--- src/rtl/mac_ctrl_pkg.sv ---
// Shared state encoding and array instruction constants for the mac_array sequencer.
package mac_ctrl_pkg;
  typedef enum logic [2:0] {
    S_IDLE, S_LOAD, S_LWAIT, S_EXEC, S_DRAIN, S_DONE
  } state_t;

  localparam logic [1:0] INST_IDLE = 2'b00;
  localparam logic [1:0] INST_LOAD = 2'b01;
  localparam logic [1:0] INST_EXEC = 2'b10;
endpackage

--- src/rtl/mac_ctrl_counter.sv ---
// Loadable up-counter with clear, enable and terminal compare on the current value.
module mac_ctrl_counter
  import mac_ctrl_pkg::*;
#(
  parameter int W = 8
) (
  input  logic         i_clk,
  input  logic         i_reset,
  input  logic         i_clr,
  input  logic         i_load,
  input  logic [W-1:0] i_ld_val,
  input  logic         i_en,
  input  logic [W-1:0] i_term,
  output logic [W-1:0] o_cnt,
  output logic         o_tc
);
  logic [W-1:0] r_cnt;

  always_ff @(posedge i_clk or posedge i_reset) begin
    if (i_reset)     r_cnt <= '0;
    else if (i_clr)  r_cnt <= '0;
    else if (i_load) r_cnt <= i_ld_val;
    else if (i_en)   r_cnt <= r_cnt + W'(1);
  end

  assign o_cnt = r_cnt;
  assign o_tc  = (r_cnt == i_term);
endmodule

--- src/rtl/mac_array_ctrl.sv ---
// Sequencer for the weight-stationary mac_array: kernel load, skew settle, activation stream, drain.
// MAC_ARRAY_CTRL_PERF_EN adds busy-cycle and EXEC-stall performance counters.
module mac_array_ctrl
  import mac_ctrl_pkg::*;
#(
  parameter int ROW     = 8,
  parameter int COL     = 8,
  parameter int ADDR_BW = 11,
  parameter int LEN_BW  = 8
) (
  input  logic               i_clk,
  input  logic               i_reset,
  input  logic               i_start,
  input  logic [ADDR_BW-1:0] i_w_base,
  input  logic [ADDR_BW-1:0] i_x_base,
  input  logic [LEN_BW-1:0]  i_num_vec,
  input  logic               i_ofifo_full,
  input  logic [COL-1:0]     i_valid,
  output logic               o_mem_cen,
  output logic [ADDR_BW-1:0] o_mem_addr,
  output logic [1:0]         o_inst_w,
  output logic               o_busy,
  output logic               o_done,
  output logic [LEN_BW-1:0]  o_out_cnt
`ifdef MAC_ARRAY_CTRL_PERF_EN
  ,
  output logic [31:0]        o_perf_cycles,
  output logic [31:0]        o_perf_stalls
`endif
);
  localparam int PH_W = $clog2(ROW + COL + 1);
  localparam logic [PH_W-1:0] PH_LOAD_END = PH_W'(COL - 1);
  localparam logic [PH_W-1:0] PH_WAIT_END = PH_W'(ROW + COL - 1);

  state_t             r_state;
  logic [ADDR_BW-1:0] r_w_base, r_x_base;
  logic [LEN_BW-1:0]  r_num_vec;
  logic [1:0]         r_inst;

  logic              w_start, w_exec_rd, w_ph_en, w_ph_clr, w_ph_tc, w_idx_tc;
  logic              w_out_en, w_out_tc, w_drain_end, w_unused;
  logic [PH_W-1:0]   w_ph_cnt, w_ph_term;
  logic [LEN_BW-1:0] w_idx;

  assign w_start   = (r_state == S_IDLE) && i_start;
  assign w_exec_rd = (r_state == S_EXEC) && !i_ofifo_full;
  assign w_ph_en   = (r_state == S_LOAD) || (r_state == S_LWAIT);
  assign w_ph_clr  = w_start || (w_ph_en && w_ph_tc);
  assign w_ph_term = (r_state == S_LOAD) ? PH_LOAD_END : PH_WAIT_END;
  assign w_out_en  = i_valid[COL-1] && ((r_state == S_EXEC) || (r_state == S_DRAIN));
  // Finish on the cycle the last output arrives, not one cycle later.
  assign w_drain_end = w_out_tc || (w_out_en && (o_out_cnt == r_num_vec - LEN_BW'(1)));
  assign w_unused  = ^i_valid[COL-2:0];

  mac_ctrl_counter #(.W(PH_W)) u_phase (
    .i_clk(i_clk), .i_reset(i_reset), .i_clr(w_ph_clr), .i_load(1'b0),
    .i_ld_val('0), .i_en(w_ph_en), .i_term(w_ph_term),
    .o_cnt(w_ph_cnt), .o_tc(w_ph_tc)
  );

  mac_ctrl_counter #(.W(LEN_BW)) u_idx (
    .i_clk(i_clk), .i_reset(i_reset), .i_clr(w_start), .i_load(1'b0),
    .i_ld_val('0), .i_en(w_exec_rd), .i_term(r_num_vec - LEN_BW'(1)),
    .o_cnt(w_idx), .o_tc(w_idx_tc)
  );

  mac_ctrl_counter #(.W(LEN_BW)) u_out (
    .i_clk(i_clk), .i_reset(i_reset), .i_clr(w_start), .i_load(1'b0),
    .i_ld_val('0), .i_en(w_out_en), .i_term(r_num_vec),
    .o_cnt(o_out_cnt), .o_tc(w_out_tc)
  );

  always_ff @(posedge i_clk or posedge i_reset) begin
    if (i_reset) begin
      r_state   <= S_IDLE;
      r_w_base  <= '0;
      r_x_base  <= '0;
      r_num_vec <= '0;
      r_inst    <= INST_IDLE;
    end else begin
      // One-cycle delay lines the instruction up with SRAM read data.
      r_inst <= (r_state == S_LOAD) ? INST_LOAD : (w_exec_rd ? INST_EXEC : INST_IDLE);
      case (r_state)
        S_IDLE: if (i_start) begin
          r_w_base  <= i_w_base;
          r_x_base  <= i_x_base;
          r_num_vec <= i_num_vec;
          r_state   <= S_LOAD;
        end
        S_LOAD:  if (w_ph_tc) r_state <= S_LWAIT;
        S_LWAIT: if (w_ph_tc) r_state <= (r_num_vec == '0) ? S_DRAIN : S_EXEC;
        S_EXEC:  if (w_exec_rd && w_idx_tc) r_state <= S_DRAIN;
        S_DRAIN: if (w_drain_end) r_state <= S_DONE;
        S_DONE:  r_state <= S_IDLE;
        default: r_state <= S_IDLE;
      endcase
    end
  end

  assign o_mem_cen  = !((r_state == S_LOAD) || w_exec_rd);
  assign o_mem_addr = (r_state == S_LOAD) ? r_w_base + ADDR_BW'(w_ph_cnt) :
                      (r_state == S_EXEC) ? r_x_base + ADDR_BW'(w_idx) : '0;
  assign o_inst_w   = r_inst;
  assign o_busy     = (r_state != S_IDLE);
  assign o_done     = (r_state == S_DONE);

`ifdef MAC_ARRAY_CTRL_PERF_EN
  logic [31:0] r_perf_cycles, r_perf_stalls;

  always_ff @(posedge i_clk or posedge i_reset) begin
    if (i_reset) begin
      r_perf_cycles <= '0;
      r_perf_stalls <= '0;
    end else if (w_start) begin
      r_perf_cycles <= '0;
      r_perf_stalls <= '0;
    end else begin
      if (o_busy) r_perf_cycles <= r_perf_cycles + 32'd1;
      if ((r_state == S_EXEC) && i_ofifo_full) r_perf_stalls <= r_perf_stalls + 32'd1;
    end
  end

  assign o_perf_cycles = r_perf_cycles;
  assign o_perf_stalls = r_perf_stalls;
`endif
endmodule

--- config.mk ---
export PLATFORM = sky130hd
export DESIGN_NAME = mac_array_ctrl
export DESIGN_NICKNAME = d
export VERILOG_FILES = /design/src/rtl/mac_ctrl_pkg.sv /design/src/rtl/mac_ctrl_counter.sv /design/src/rtl/mac_array_ctrl.sv
export SDC_FILE = /design/constraint.sdc
export NUM_CORES = 1
export LEC_CHECK = 0
export ABC_AREA = 1
export CAP_MARGIN = 15
export CORE_ASPECT_RATIO = 0.8
export CORE_MARGIN = 2
export CORE_UTILIZATION = 49
export DETAILED_ROUTE_END_ITERATION = 7
export PLACE_DENSITY = 0.89
export RECOVER_POWER = 25
export SLEW_MARGIN = 5
export SYNTH_ARGS = -nofsm -noshare
export SYNTH_HDL_FRONTEND = slang
export SYNTH_SLANG_ARGS = --single-unit
--- constraint.sdc ---
create_clock -name i_clk -period 2.39 [get_ports i_clk]
set_input_delay 0.5975 -clock i_clk [delete_from_list [all_inputs] [get_ports i_clk]]
set_output_delay 0.5975 -clock i_clk [all_outputs]
set_load 0.05 [all_outputs]
Word-level counts from Yosys, hierarchy flattened
Index checks and enable logic that the tools add are counted.

Register bits: 56. Output and inout port bits: 24. Logic and storage cells: 67.

Add/sub/neg operators: 6. Equal/unequal tests: 14. Muxes and demuxes: 18. Reduce and logical (&&, ||, !) cells: 21.

Operators with widths (number): 8-bit two-way mux (4); 8-bit equality test (3); 11-bit two-way mux (2); 3-bit two-way mux (6); 8-bit by 1-bit adder with 8-bit output, second input constant (2); 3-bit case mux with 5 select lines (1); 11-bit by 5-bit adder with 11-bit output (1); 11-bit by 8-bit adder with 11-bit output (1); 5-bit two-way mux (2); 8-bit zero test (1); 2-bit != test, second input constant (4); 8-bit by 1-bit subtractor with 8-bit output, second input constant (1); 3-bit by 2-bit equality test with 1-bit output, second input constant (2); 3-bit equality test, second input constant (2); 1-bit logical AND (6); 2-bit nonzero test (3); 5-bit by 1-bit adder with 5-bit output, second input constant (1); 5-bit by 4-bit equality test with 1-bit output (1); 1-bit logical OR (5); 5-bit AND reduction (1); 2-bit two-way mux (2); 4-bit two-way mux (1); 3-bit by 1-bit equality test with 1-bit output, second input constant (1); 3-bit zero test (1); 4 further kinds (5).

Logic depth before layout (Yosys ltp)
Gate-level depths: netlist of run 1.

Word-level depth: 7. Mapped depth: 15. Depth with buffers taken out: 15.

Hierarchy
A second synthesis of run 1 with hierarchy kept.

Cells, all modules: 631. Area total of the unflattened synthesis: 4259.1 um^2.

Modules (own cells, without submodules): mac_array_ctrl (times used 1, cells each 384, area an instance 2572.5 um^2, sequential area each 875.8 um^2); mac_ctrl_counter at u_idx ... (times used 2, cells each 96, area an instance 650.6 um^2, sequential area each 200.2 um^2); mac_ctrl_counter at u_phase (times used 1, cells each 55, area an instance 385.4 um^2, sequential area each 125.1 um^2).

Worst setup path before layout of run 1
OpenSTA, ideal clock, no wires.

Path kind: flip-flop to output port. Start: register u_idx.r_cnt[0] (netlist: u_idx.o_cnt[0]). End: output port o_mem_addr[8]. Arrival time: 2662 ps. Required time: 1793 ps. Path slack: -869 ps. Stages on the path, launching flop included: 11. Path buffers: 0. Cell sequence: dfrtp_1 > ha_1 > fa_1 > nand2_1 > inv_1 > nand2_1 > nand2_1 > nand3_1 > nand3_1 > xor2_1 > o21ai_0.

Cells in the longest elaborated chain, start to end: 3.

Ends and longest elaborated chain: start: declaration (RTL line mac_ctrl_counter.sv:17) `logic [W-1:0] r_cnt;`; start signal: assignment (RTL line mac_ctrl_counter.sv:22) `else if (i_load) r_cnt <= i_ld_val;`; start signal: assignment (RTL line mac_ctrl_counter.sv:23) `else if (i_en) r_cnt <= r_cnt + W'(1);`; 11-bit by 8-bit adder with 11-bit output (RTL line mac_array_ctrl.sv:102) `(r_state == S_EXEC) ? r_x_base + ADDR_BW'(w_idx) : '0;`; 11-bit two-way mux (RTL line mac_array_ctrl.sv:102); 11-bit two-way mux (RTL line mac_array_ctrl.sv:101) `assign o_mem_addr = (r_state == S_LOAD) ? r_w_base + ADDR_BW'(w_ph_cnt) :`; end: declaration (RTL line mac_array_ctrl.sv:20) `output logic [ADDR_BW-1:0] o_mem_addr,`.

No other way between the ends.

Worst setup path in the final report of run 1
Start: register r_w_base[0]. End: output port o_mem_addr[6].

Cells in the longest elaborated chain, start to end: 2.

Ends and longest elaborated chain: start: declaration (RTL line mac_array_ctrl.sv:36) `logic [ADDR_BW-1:0] r_w_base, r_x_base;`; start signal: assignment (RTL line mac_array_ctrl.sv:85) `r_w_base <= i_w_base;`; 11-bit by 5-bit adder with 11-bit output (RTL line mac_array_ctrl.sv:101); 11-bit two-way mux (RTL line mac_array_ctrl.sv:101).

No other way between the ends.

==> reports/metrics.yaml, run 1 <==
status:
  status: "finished, violations left"
  violations: "negative setup slack"
floorplanning:
  fp-row-count: 29
  die-area_sq_um: 8707
  core_area_sq_um: 7838
  die_w_microns: 103.8
  die_h_microns: 83.86
  initial_core_util_pct: 49.84
  num_io_pins: 66
critical_path:
  path_cells: "ha_4, inv_2, fa_2, inv_2, nand3_4, nand2_4, nand2_1, a21oi_2, a21oi_1, o21ai_1, nand2_2, buf_12"
  max_stage_delay_ps: 410
  worst_setup_path_start_kind: "register"
  regToRegEndpoint: "r_state[1]"
  reg2reg_slack_ps: 0
  crit_top_cell: "inv_2"
  crit_path_start: "r_w_base[0]"
  critPathArrivalTime_ps: 2300
  crit_fanout: 3
  end_kind: "output pin"
  r2r-start: "r_state[1]"
  path_class: "reg -> out"
  cp.required_ps: 1790
  slowest_stage: "dfrtp_1"
  rr_worst_depth: 10
  critPathCapture: "o_mem_addr[6]"
yosys:
  syn_area_sq_um: 3906
  ys_warn_count: 0
  synthTopCellsByArea: "dfrtp_1 36%, nand2_1 18%, ha_1 5.8%, inv_1 5.4%, o21ai_0 4.9%"
  synth_nets: 617
  ys_types: 44
  synth_edf_count: 0
  synth_top_cell_area_share_pct: 35.87
  async_reset_ff_share_pct: 100.0
  yosys-top-cells-count: "191 x nand2_1, 56 x dfrtp_1, 56 x inv_1"
  yosysTopAreaCell: "dfrtp_1"
  ys_ff_latch: 56
  synth_ff_type: "dfrtp_1"
  avgSynthCellArea_sq_um: 7.038
  synth_cells: 555
  synth_most_common_cell: "nand2_1"
  ys_seq_area_share_pct: 35.87
grt:
  grt-ovfl-total: 0
  antenna_found_initial: 0
  grt_pass1_wl_microns: 18940
  grt_pass1_vias: 4092
  track_usage_pct: 26.62
  grt_start_max_net_pins: 39
final_layout:
  syn_to_final_growth_pct: 41.42
  drive_gt1_share_pct: 24.27
  seqCellArea_sq_um: 1401
  finalNonFillerCells: 763
  antennaDiodeCount: 0
  nets: 716
  fill_cells: 575
  multi_input_area_sq_um: 2587
route:
  num_vias: 4301
  ant_nets: 0
  first_pass_iters: 7
  drtIter0Drc: 392
  avgViaCountPerCell: 5.637
  drcViolationCount: 0
  routed_wl_microns: 12500
  wl_per_cell_microns: 16.38
clocking:
  cts.htree.levels: 2
  cts_hold_buf: 0
  clk_pin_slew_worst_paths_ps: 110
  clock_path_buffers: 2
  cts-root-buf: "clkbuf_8"
  worstSkewPairLatency_ps: 320
  cts_buffers: 5
  cts_tree: "yes"
  cts.sinks: 56
placed_design:
  placed_cells: 740
  gp_congestion: 1.007
  dp_hpwl_microns: 8101
  place.port_buffers: 58
  place_ws_ps: -172.7
sta:
  drv_slew: 0
  setup_ws_ps: -509.1
  rsz0062_at_grt: "yes"
  fmax_mhz: 344.9
  max-slew-margin-rel_pct: 41.65
  min_period_ps: 2899
  fin_hold_ws_ps: 516.6
  hold_viol: 0
  finalSetupViolations: 11
  tightest_slew_ps: 874.3
  clock_skew_ps: 7.107
  tns_ps: -4216
  finalCritPeriodShare_pct: 121.3
power:
  p_leak_nw: 2.601
  seq_power_share_pct: 22.0
  swShare_pct: 51.25
  power.internal_w: 0.003887
  total_power_w: 0.007973
  clkPwrFrac_pct: 8.1
  cellPowerDensity_nw_per_um2: 1443
  peakVddDrop_uv: 727.7
  p_comb_share_pct: 69.8
  p_switching_w: 0.004086
flow_run:
  maxCapViolations: 0
hold_path:
  hold_path_class: "reg -> reg"
[power by group through the flow]
| stage | logic (W) | clock network (W) | registers, W |
|---|---|---|---|
| 2_1_floorplan | 0.00295 | 0 | 0.00169 |
| 3_3_place_gp | 0.00453 | 0 | 0.00167 |
| 3_5_place_dp | 0.00468 | 0 | 0.00169 |
| 4_1_cts | 0.00501 | 0.000646 | 0.00171 |
| 5_1_grt | 0.00593 | 0.000680 | 0.00179 |
| 6_report | 0.00557 | 0.000647 | 0.00176 |
[layout make-up]
cell class / instances / area share (%)
Clock inverter: 3 / 0.7701
Inverter: 63 / 4.371
Multi-Input combinational cell: 426 / 46.84
Clock buffer: 5 / 1.246
Tap cell: 108 / 2.446
Timing Repair Buffer: 102 / 18.96
Sequential cell: 56 / 25.37
[flip-flops by register name (all words and copies together) (netlist names)]
name           flops
r_num_vec          8
r_w_base          11
u_idx.o_cnt        8
r_x_base          11
o_inst_w           2
r_state            3
u_phase.o_cnt      5
u_out.o_cnt        8
[stage by stage]
step                      util [%]  instance area (sq um)
after floorplan                  -                   3963
after global placement       63.60                   4985
after detailed placement     63.60                   4985
after CTS                    67.77                   5311
after global routing         70.48                   5524
final                        70.48                   5524
[cells by family after synthesis]
family | after synthesis | share of synthesized area [%]
buffers and inverters | 73 | 7.527
xor gates and xnor gates | 11 | 2.466
and+or+nand+nor | 307 | 35.01
DFF | 56 | 35.87
AOI/OAI and AO/OA | 88 | 12.33
adders and majority gates | 20 | 6.791
[layout by cell type, fill, tap and decap left out, types with 9 or more instances in the layout]
cell	instances
o21ai_0	25
inv_1	53
nand3_1	28
a21oi_2	10
clkdlybuf4s50_1	43
dfrtp_1	56
nand2_1	178
a21oi_1	19
buf_12	13
nor2_1	36
nor3_1	9
nand2_2	16
buf_4	41
[timing repair]
| item | in CTS | in global routing |
|---|---|---|
| setup buffers | 7 | 11 |
| pin swaps | 8 | 18 |
| endpoints found under the setup margin | 10 | 12 |
| gates resized for setup | 38 | 39 |
[layer usage]
metal,wire [microns],up-vias,global-route usage [%]
met5,0,-,0
met2,6166,230,44.98
li1,-,1998,-
met3,926,40,4.215
met4,396,0,10.57
met1,5007,2033,34.36
[worst min path at each step]
stage	from	end	slack, ps	depth (start not counted)
after floorplan	r_w_base[0]	r_w_base[0]	460	2
after detailed placement	r_x_base[6]	r_x_base[6]	480	2
final	r_x_base[6]	r_x_base[6]	520	2
after global placement	r_w_base[0]	r_w_base[0]	470	2
after global routing	r_x_base[6]	r_x_base[6]	530	2
after CTS	r_w_base[3]	r_w_base[3]	510	2
[worst max-delay path: cells and delay by family (launching register included)]
family / cells / cell delay, ps
compound gates: 3 / 440
fa+ha+maj: 2 / 500
buf+inv: 3 / 280
flops: 1 / 410
simple gates: 4 / 340
No activity file was read; power rests on OpenSTA's default activity.
==> inputs of run 2 (changes only) <==
--- a/config.mk
+++ b/config.mk
@@ -6,7 +6,7 @@
 export NUM_CORES = 1
 export LEC_CHECK = 0
 export ABC_AREA = 1
-export CAP_MARGIN = 15
+export CAP_MARGIN = 20
 export CORE_ASPECT_RATIO = 0.8
 export CORE_MARGIN = 2
 export CORE_UTILIZATION = 49
==> results of run 2 <==
Same layout as run 1: the final DEF is identical, and so are final timing and power.
